## src/rtl/wb_stage.sv

```systemverilog
// Write-back stage of the 5-stage MIPS pipeline: commits results to the register
// file and owns CP0 (Status, Cause, EPC, BadVAddr, Count, Compare) plus exception/ERET redirect.
module wb_stage #(
  parameter logic [31:0] EX_ENTRY        = 32'hBFC0_0380,
  parameter int          MS_TO_WS_BUS_WD = 155
) (
  input  logic                       clk,
  input  logic                       resetn,
  input  logic                       ms_to_ws_valid,
  input  logic [MS_TO_WS_BUS_WD-1:0] ms_to_ws_bus,
  output logic                       ws_allowin,
  input  logic [5:0]                 ext_int_in,
  output logic                       ws_handle_ex,
  output logic [31:0]                ws_flush_pc,
  output logic [3:0]                 rf_we,
  output logic [4:0]                 rf_waddr,
  output logic [31:0]                rf_wdata,
  output logic [31:0]                debug_wb_pc,
  output logic [3:0]                 debug_wb_rf_wen,
  output logic [4:0]                 debug_wb_rf_wnum,
  output logic [31:0]                debug_wb_rf_wdata
);

  localparam logic [7:0] CP0_BADVADDR = 8'h40;
  localparam logic [7:0] CP0_COUNT    = 8'h48;
  localparam logic [7:0] CP0_COMPARE  = 8'h58;
  localparam logic [7:0] CP0_STATUS   = 8'h60;
  localparam logic [7:0] CP0_CAUSE    = 8'h68;
  localparam logic [7:0] CP0_EPC      = 8'h70;

  localparam logic [4:0] EXC_INT  = 5'd0;
  localparam logic [4:0] EXC_ADEL = 5'd4;
  localparam logic [4:0] EXC_ADES = 5'd5;

  logic                       ws_valid_r;
  logic [MS_TO_WS_BUS_WD-1:0] ws_bus_r;
  logic                       ready_go_s;

  logic        bus_ex_s;
  logic [4:0]  bus_exccode_s;
  logic        bus_bd_s;
  logic [31:0] bus_badvaddr_s;
  logic        bus_eret_s;
  logic        bus_mtc0_s;
  logic [7:0]  bus_cp0_addr_s;
  logic [31:0] bus_cp0_wdata_s;
  logic        bus_res_from_cp0_s;
  logic [3:0]  bus_rf_we_s;
  logic [4:0]  bus_dest_s;
  logic [31:0] bus_result_s;
  logic [31:0] bus_pc_s;

  // CP0 architectural state; only writable / hardware-updated fields are stored
  logic [7:0]  status_im_r;
  logic        status_exl_r;
  logic        status_ie_r;
  logic        cause_bd_r;
  logic        cause_ti_r;
  logic [1:0]  cause_ip_sw_r;
  logic [5:0]  ext_int_r;
  logic [4:0]  cause_exccode_r;
  logic [31:0] epc_r;
  logic [31:0] badvaddr_r;
  logic [31:0] count_r;
  logic [31:0] compare_r;
  logic        tick_r;

  logic [31:0] status_s;
  logic [31:0] cause_s;
  logic [7:0]  cause_ip_s;
  logic [31:0] cp0_rdata_s;

  logic        int_pend_s;
  logic        ex_take_s;
  logic        eret_take_s;
  logic [4:0]  exc_code_s;
  logic        mtc0_we_s;
  logic        wr_status_s;
  logic        wr_cause_s;
  logic        wr_epc_s;
  logic        wr_count_s;
  logic        wr_compare_s;

  assign bus_ex_s           = ws_bus_r[154];
  assign bus_exccode_s      = ws_bus_r[153:149];
  assign bus_bd_s           = ws_bus_r[148];
  assign bus_badvaddr_s     = ws_bus_r[147:116];
  assign bus_eret_s         = ws_bus_r[115];
  assign bus_mtc0_s         = ws_bus_r[114];
  assign bus_cp0_addr_s     = ws_bus_r[113:106];
  assign bus_cp0_wdata_s    = ws_bus_r[105:74];
  assign bus_res_from_cp0_s = ws_bus_r[73];
  assign bus_rf_we_s        = ws_bus_r[72:69];
  assign bus_dest_s         = ws_bus_r[68:64];
  assign bus_result_s       = ws_bus_r[63:32];
  assign bus_pc_s           = ws_bus_r[31:0];

  assign ready_go_s = 1'b1;
  assign ws_allowin = !ws_valid_r || ready_go_s;

  // Pipeline register; a flush drops whatever the memory stage offers this cycle
  always_ff @(posedge clk) begin
    if (!resetn) begin
      ws_valid_r <= 1'b0;
      ws_bus_r   <= '0;
    end else begin
      if (ws_handle_ex) begin
        ws_valid_r <= 1'b0;
      end else if (ws_allowin) begin
        ws_valid_r <= ms_to_ws_valid;
      end else begin
        ws_valid_r <= ws_valid_r;
      end
      if (ms_to_ws_valid && ws_allowin) begin
        ws_bus_r <= ms_to_ws_bus;
      end else begin
        ws_bus_r <= ws_bus_r;
      end
    end
  end

  // IP7 is shared between external line 5 and the timer
  assign cause_ip_s = {ext_int_r[5] | cause_ti_r, ext_int_r[4:0], cause_ip_sw_r};
  assign status_s   = {9'd0, 1'b1, 6'd0, status_im_r, 6'd0, status_exl_r, status_ie_r};
  assign cause_s    = {cause_bd_r, cause_ti_r, 14'd0, cause_ip_s, 1'b0, cause_exccode_r, 2'd0};

  assign int_pend_s  = status_ie_r && !status_exl_r && (|(cause_ip_s & status_im_r));
  assign ex_take_s   = ws_valid_r && (int_pend_s || bus_ex_s);
  assign eret_take_s = ws_valid_r && bus_eret_s && !ex_take_s;
  assign exc_code_s  = int_pend_s ? EXC_INT : bus_exccode_s;

  assign mtc0_we_s    = ws_valid_r && bus_mtc0_s && !ex_take_s;
  assign wr_status_s  = mtc0_we_s && (bus_cp0_addr_s == CP0_STATUS);
  assign wr_cause_s   = mtc0_we_s && (bus_cp0_addr_s == CP0_CAUSE);
  assign wr_epc_s     = mtc0_we_s && (bus_cp0_addr_s == CP0_EPC);
  assign wr_count_s   = mtc0_we_s && (bus_cp0_addr_s == CP0_COUNT);
  assign wr_compare_s = mtc0_we_s && (bus_cp0_addr_s == CP0_COMPARE);

  // CP0 read mux for mfc0
  always_comb begin
    cp0_rdata_s = 32'd0;
    case (bus_cp0_addr_s)
      CP0_BADVADDR: cp0_rdata_s = badvaddr_r;
      CP0_COUNT:    cp0_rdata_s = count_r;
      CP0_COMPARE:  cp0_rdata_s = compare_r;
      CP0_STATUS:   cp0_rdata_s = status_s;
      CP0_CAUSE:    cp0_rdata_s = cause_s;
      CP0_EPC:      cp0_rdata_s = epc_r;
      default:      cp0_rdata_s = 32'd0;
    endcase
  end

  // Status: exception entry sets EXL, ERET clears it, mtc0 has lowest priority
  always_ff @(posedge clk) begin
    if (!resetn) begin
      status_im_r  <= 8'd0;
      status_exl_r <= 1'b0;
      status_ie_r  <= 1'b0;
    end else if (ex_take_s) begin
      status_exl_r <= 1'b1;
    end else if (eret_take_s) begin
      status_exl_r <= 1'b0;
    end else if (wr_status_s) begin
      status_im_r  <= bus_cp0_wdata_s[15:8];
      status_exl_r <= bus_cp0_wdata_s[1];
      status_ie_r  <= bus_cp0_wdata_s[0];
    end else begin
      status_im_r  <= status_im_r;
      status_exl_r <= status_exl_r;
      status_ie_r  <= status_ie_r;
    end
  end

  // Cause: ExcCode/BD on exception entry, software IP via mtc0, hardware lines sampled every cycle
  always_ff @(posedge clk) begin
    if (!resetn) begin
      cause_bd_r      <= 1'b0;
      cause_exccode_r <= 5'd0;
      cause_ip_sw_r   <= 2'd0;
      ext_int_r       <= 6'd0;
    end else begin
      ext_int_r <= ext_int_in;
      if (ex_take_s) begin
        cause_exccode_r <= exc_code_s;
        cause_bd_r      <= status_exl_r ? cause_bd_r : bus_bd_s;
        cause_ip_sw_r   <= cause_ip_sw_r;
      end else if (wr_cause_s) begin
        cause_exccode_r <= cause_exccode_r;
        cause_bd_r      <= cause_bd_r;
        cause_ip_sw_r   <= bus_cp0_wdata_s[9:8];
      end else begin
        cause_exccode_r <= cause_exccode_r;
        cause_bd_r      <= cause_bd_r;
        cause_ip_sw_r   <= cause_ip_sw_r;
      end
    end
  end

  // EPC: captured only on first-level exception entry (nested entries keep the original)
  always_ff @(posedge clk) begin
    if (!resetn) begin
      epc_r <= 32'd0;
    end else if (ex_take_s && !status_exl_r) begin
      epc_r <= bus_bd_s ? (bus_pc_s - 32'd4) : bus_pc_s;
    end else if (wr_epc_s && !ex_take_s) begin
      epc_r <= bus_cp0_wdata_s;
    end else begin
      epc_r <= epc_r;
    end
  end

  // BadVAddr is hardware-written only, by address-error exceptions
  always_ff @(posedge clk) begin
    if (!resetn) begin
      badvaddr_r <= 32'd0;
    end else if (ex_take_s && ((exc_code_s == EXC_ADEL) || (exc_code_s == EXC_ADES))) begin
      badvaddr_r <= bus_badvaddr_s;
    end else begin
      badvaddr_r <= badvaddr_r;
    end
  end

  // Count advances at half the clock rate; an mtc0 write replaces that cycle's increment
  always_ff @(posedge clk) begin
    if (!resetn) begin
      tick_r  <= 1'b0;
      count_r <= 32'd0;
    end else begin
      tick_r <= ~tick_r;
      if (wr_count_s) begin
        count_r <= bus_cp0_wdata_s;
      end else if (tick_r) begin
        count_r <= count_r + 32'd1;
      end else begin
        count_r <= count_r;
      end
    end
  end

  // Compare and sticky timer interrupt; writing Compare acknowledges TI
  always_ff @(posedge clk) begin
    if (!resetn) begin
      compare_r  <= 32'd0;
      cause_ti_r <= 1'b0;
    end else if (wr_compare_s) begin
      compare_r  <= bus_cp0_wdata_s;
      cause_ti_r <= 1'b0;
    end else if (count_r == compare_r) begin
      compare_r  <= compare_r;
      cause_ti_r <= 1'b1;
    end else begin
      compare_r  <= compare_r;
      cause_ti_r <= cause_ti_r;
    end
  end

  assign ws_handle_ex = ex_take_s || (ws_valid_r && bus_eret_s);
  assign ws_flush_pc  = ex_take_s ? EX_ENTRY : epc_r;

  assign rf_we    = (ws_valid_r && !ex_take_s) ? bus_rf_we_s : 4'd0;
  assign rf_waddr = bus_dest_s;
  assign rf_wdata = bus_res_from_cp0_s ? cp0_rdata_s : bus_result_s;

  assign debug_wb_pc       = bus_pc_s;
  assign debug_wb_rf_wen   = rf_we;
  assign debug_wb_rf_wnum  = rf_waddr;
  assign debug_wb_rf_wdata = rf_wdata;

endmodule

```

## config.mk

```make
export PLATFORM = sky130hd
export DESIGN_NAME = wb_stage
export DESIGN_NICKNAME = d
export VERILOG_FILES = /design/src/rtl/wb_stage.sv
export SDC_FILE = /design/constraint.sdc
export NUM_CORES = 1
export LEC_CHECK = 0
export BUFFER_PORTS_ARGS = -buffer_cell sky130_fd_sc_hd__buf_2
export CAP_MARGIN = 20
export CORE_UTILIZATION = 33
export DETAILED_ROUTE_END_ITERATION = 10
export PLACE_DENSITY = 0.63
export SLEW_MARGIN = 10
export SYNTH_ARGS = -nofsm -noshare
export SYNTH_HDL_FRONTEND = slang
export SYNTH_SLANG_ARGS = --single-unit
export TNS_END_PERCENT = 30
```

## constraint.sdc

```tcl
create_clock -name clk -period 7.1 [get_ports clk]
set_input_delay 1.42 -clock clk [delete_from_list [all_inputs] [get_ports clk]]
set_output_delay 1.42 -clock clk [all_outputs]
set_load 0.01 [all_outputs]
```

==> qor.yml <==
logic_synthesis:
  synth_area_per_cell_um2: 8.886
  synthCells: 1703
  ys_seq_area_share_pct: 41.01
  synth_seq_cells: 310
  syn_nets: 1869
  yosys_warnings: 0
  synth-edff-count: 0
  synth-main-ff-cell: "dfxtp_1"
  synth_cell_types: 62
  async_flop_share_pct: 0
  syn_area_mm2: 0.01513
clock_tree:
  path_clk_slew_ns: 0.06
  cts_sinks: 310
  worstSkewPairLatency_ns: 0.57
  cts_tree: "built"
  clock_path_buffers: 3
  cts_root_buf: "clkbuf_16"
  cts-buffers-inserted: 38
  hold_buffers: 0
  cts_resized: 0
  h-tree-depth: 2
  post-cts-setup-buffers: 0
floorplanning:
  die_h_um: 216.1
  fp-row-count: 78
  ioPinCount: 312
  dieWidth_um: 216.1
  die_area_mm2: 0.04671
  core_mm2: 0.04528
  start_util_pct: 33.42
sta:
  tns_ns: 0
  min_period_over_period_pct: 65.79
  fmax_mhz: 214.1
  finalHoldViolCount: 0
  final.setup.worst_slack_ns: 2.429
  maxSlewHeadroom_pct: 26.02
  clock_skew_ns: 0.02553
  rsz0062_at_grt: "false"
  fin_crit_ns: 4.671
  slew_violations: 0
  setup_viol: 0
  worst_pin_slew_ns: 1.110
placement:
  dp_slack_ns: 2.754
  place_congestion: 0.9234
  dp_hpwl_mm: 40.92
  port_buffers: 310
critical_path:
  cp_cell_sequence: "or4b_1 -> nor4b_4 -> buf_4 -> a222oi_1 -> a21boi_0 -> o22ai_1 -> buf_2"
  reg2reg_depth: 7
  critical_path.top_delay_family: "simple AND/OR/NAND/NOR gates"
  worst-path-buf-inv: 2
  cp-end-kind: "output port"
  r2r_slack_ns: 3.64
  crit_type: "flip-flop to output port"
  cp-endpoint: "rf_wdata[7]"
  startpoint: "ws_bus_r[106]$_SDFFE_PN0P_"
  path_depth: 7
  crit_required_ns: 5.68
  r2r_end: "epc_r[4]$_SDFFE_PN0P_"
  slowest_delay_ns: 0.78
  critPathMaxFanout: 33
  rr_startpoint: "ws_bus_r[106]$_SDFFE_PN0P_"
  cp_slowest_cell: "or4b_1"
  arrival_ns: 3.25
  startpoint_type: "flip-flop"
route:
  wl_mm: 55.84
  wl_per_cell_um: 22.38
  vias: 13380
  drtIter0Drc: 1510
  drc_errors: 0
  ant_nets: 0
  dr.pass1.iters: 7
  vias_per_cell: 5.362
grt:
  grtUsageTotal_pct: 23.46
  antenna_found_initial: 5
  grt_first_pass_wirelength_mm: 82.83
  grt_max_degree: 129
  grt_overflow_total: 0
  grt_pass1_vias: 12720
layout:
  syn_to_final_growth_pct: 18.67
  fin_util_pct: 39.66
  drive_above_1_share_pct: 22.90
  layout.nets: 2028
flow_run:
  cap_violations: 0
min_path:
  worstHoldStart: "cause_exccode_r[3]$_SDFFE_PN0P_"
  hold_path_class: "flip-flop to flip-flop"
power_and_ir_drop:
  power_density_mw_per_mm2: 237.4
  ir_worst_vdd_mv: 0.1436
  leakage_nw: 7.301
run_status:
  status: "finished clean"
[registers in the layout, indices dropped and copies added (netlist names)]
name,count
cause_bd_r,1
badvaddr_r,32
ws_valid_r,1
tick_r,1
epc_r,32
cause_exccode_r,5
status_ie_r,1
status_im_r,8
cause_ti_r,1
ws_bus_r,155
status_exl_r,1
compare_r,32
ext_int_r,6
count_r,32
cause_ip_sw_r,2
[cells by family (layout without fill, tap and decap cells)]
logic type	count (synthesis)	in the layout	share of synthesized area (%)
AND/OR/NAND/NOR	572	572	17.72
flip-flops	310	310	41.01
AO/OA/AOI/OAI	257	257	12.88
buffers and inverters	251	439	8.335
multiplexers	227	227	15.06
XOR/XNOR	83	83	4.804
adder cells (fa/ha/maj)	2	2	0.1653
other	1	5	0.02478
[power breakdown]
part	switching [mW]	internal (mW)	total, mW
Combinational	0.207	0.154	0.361
Sequential	0.0802	1.80	1.88
Clock	0.797	1.23	2.02
Total	1.08	3.18	4.26
[metal layers]
metal,GRT usage [%],routed length (µm),vias to the layer above
met2,35.05,23670,633
met1,33.21,25740,6333
met4,8.005,1880,4
met3,4.954,4516,94
met5,0,28,-
li1,-,-,6314
[final cells by class]
| type | count | area (µm²) |
|---|---|---|
| fill | 4527 | 27330 |
| clock buffer | 56 | 1140 |
| inverter | 35 | 136.4 |
| sequential | 310 | 6206 |
| multi-input combinational | 1142 | 7740 |
| tap | 600 | 750.7 |
| clock inverter | 13 | 170.2 |
| timing repair buffer | 335 | 1804 |
| antenna | 4 | 10.01 |
[stage by stage]
step           std cells  cell area (µm²)  hold WS, ns  power [mW]
2_1_floorplan       1703            15130       0.4285       2.139
3_5_place_dp        2419            16560       0.4465       2.277
4_1_cts             2488            17870       0.4546       4.306
5_1_grt             2491            17950       0.4805       4.421
6_report            2495            17960       0.4575       4.264
3_3_place_gp        2419            16560       0.4419       2.267
[cell usage in the layout (no fill, tap or decap), drive strengths merged, types with 6 or more instances in the layout]
cell     instances
nor4            20
buf            335
nand4           30
a31oi           18
xor2            20
nand2b          17
a21oi           28
nor3            40
nand3           37
nor2           185
o2111ai          9
or3              9
nand2          167
or4              6
o211ai          11
clkinv          10
mux2i          222
o31ai           10
a211oi          25
a222oi          36
xnor2           63
o2111a           6
and2            28
o221ai           8
o221a           10
a21boi          19
a22oi           10
inv             35
dfxtp          310
clkbuf          56
o22ai           20
o21ai           25
and3            10
[how the worst min path moves through the flow]
stage | end | depth (start not counted)
after floorplan | cause_exccode_r[0]$_SDFFE_PN0P_ | 2
after global placement | cause_exccode_r[0]$_SDFFE_PN0P_ | 2
after detailed placement | cause_exccode_r[0]$_SDFFE_PN0P_ | 2
after CTS | cause_exccode_r[0]$_SDFFE_PN0P_ | 2
after global routing | badvaddr_r[0]$_SDFFE_PN0P_ | 2
final | cause_exccode_r[3]$_SDFFE_PN0P_ | 2
[synthesized netlist by cell type, types with 6 or more instances]
cell type  number  area share [%]
dfxtp_1       310              41
mux2i_1       222              15
nor2_1        185             4.6
nand2_1       167             4.1
clkbuf_1      103             2.6
buf_4          79             3.9
xnor2_1        63             3.6
nor3_1         39             1.3
nand3_1        37             1.2
a222oi_1       36             2.4
inv_1          34            0.84
nand4_1        30             1.2
a21oi_1        28            0.93
and2_1         28             1.2
a211oi_1       25             1.2
o21ai_0        24            0.79
buf_1          21            0.52
o22ai_1        20            0.83
xor2_1         20             1.2
nor4_1         19            0.79
a21boi_0       18            0.89
a31oi_1        18            0.74
nand2b_1       17            0.70
buf_2          12            0.40
o211ai_1       11            0.55
a22oi_1        10            0.50
and3_1         10            0.41
o221a_2        10            0.74
o31ai_1        10            0.50
o2111ai_1       9            0.52
or3_1           9            0.37
o221ai_1        7            0.41
o2111a_1        6            0.45
[worst reg2reg max path: stages, from the launching register on]
cell and delay, ns:
dfxtp_1 0.31, or4b_1 0.78, nor3_4 0.24, buf_4 0.43, nand2_1 0.76, o21ai_0 0.41
buf_4 0.25, o221a_2 0.22
Power figures use the tool's default switching activity.
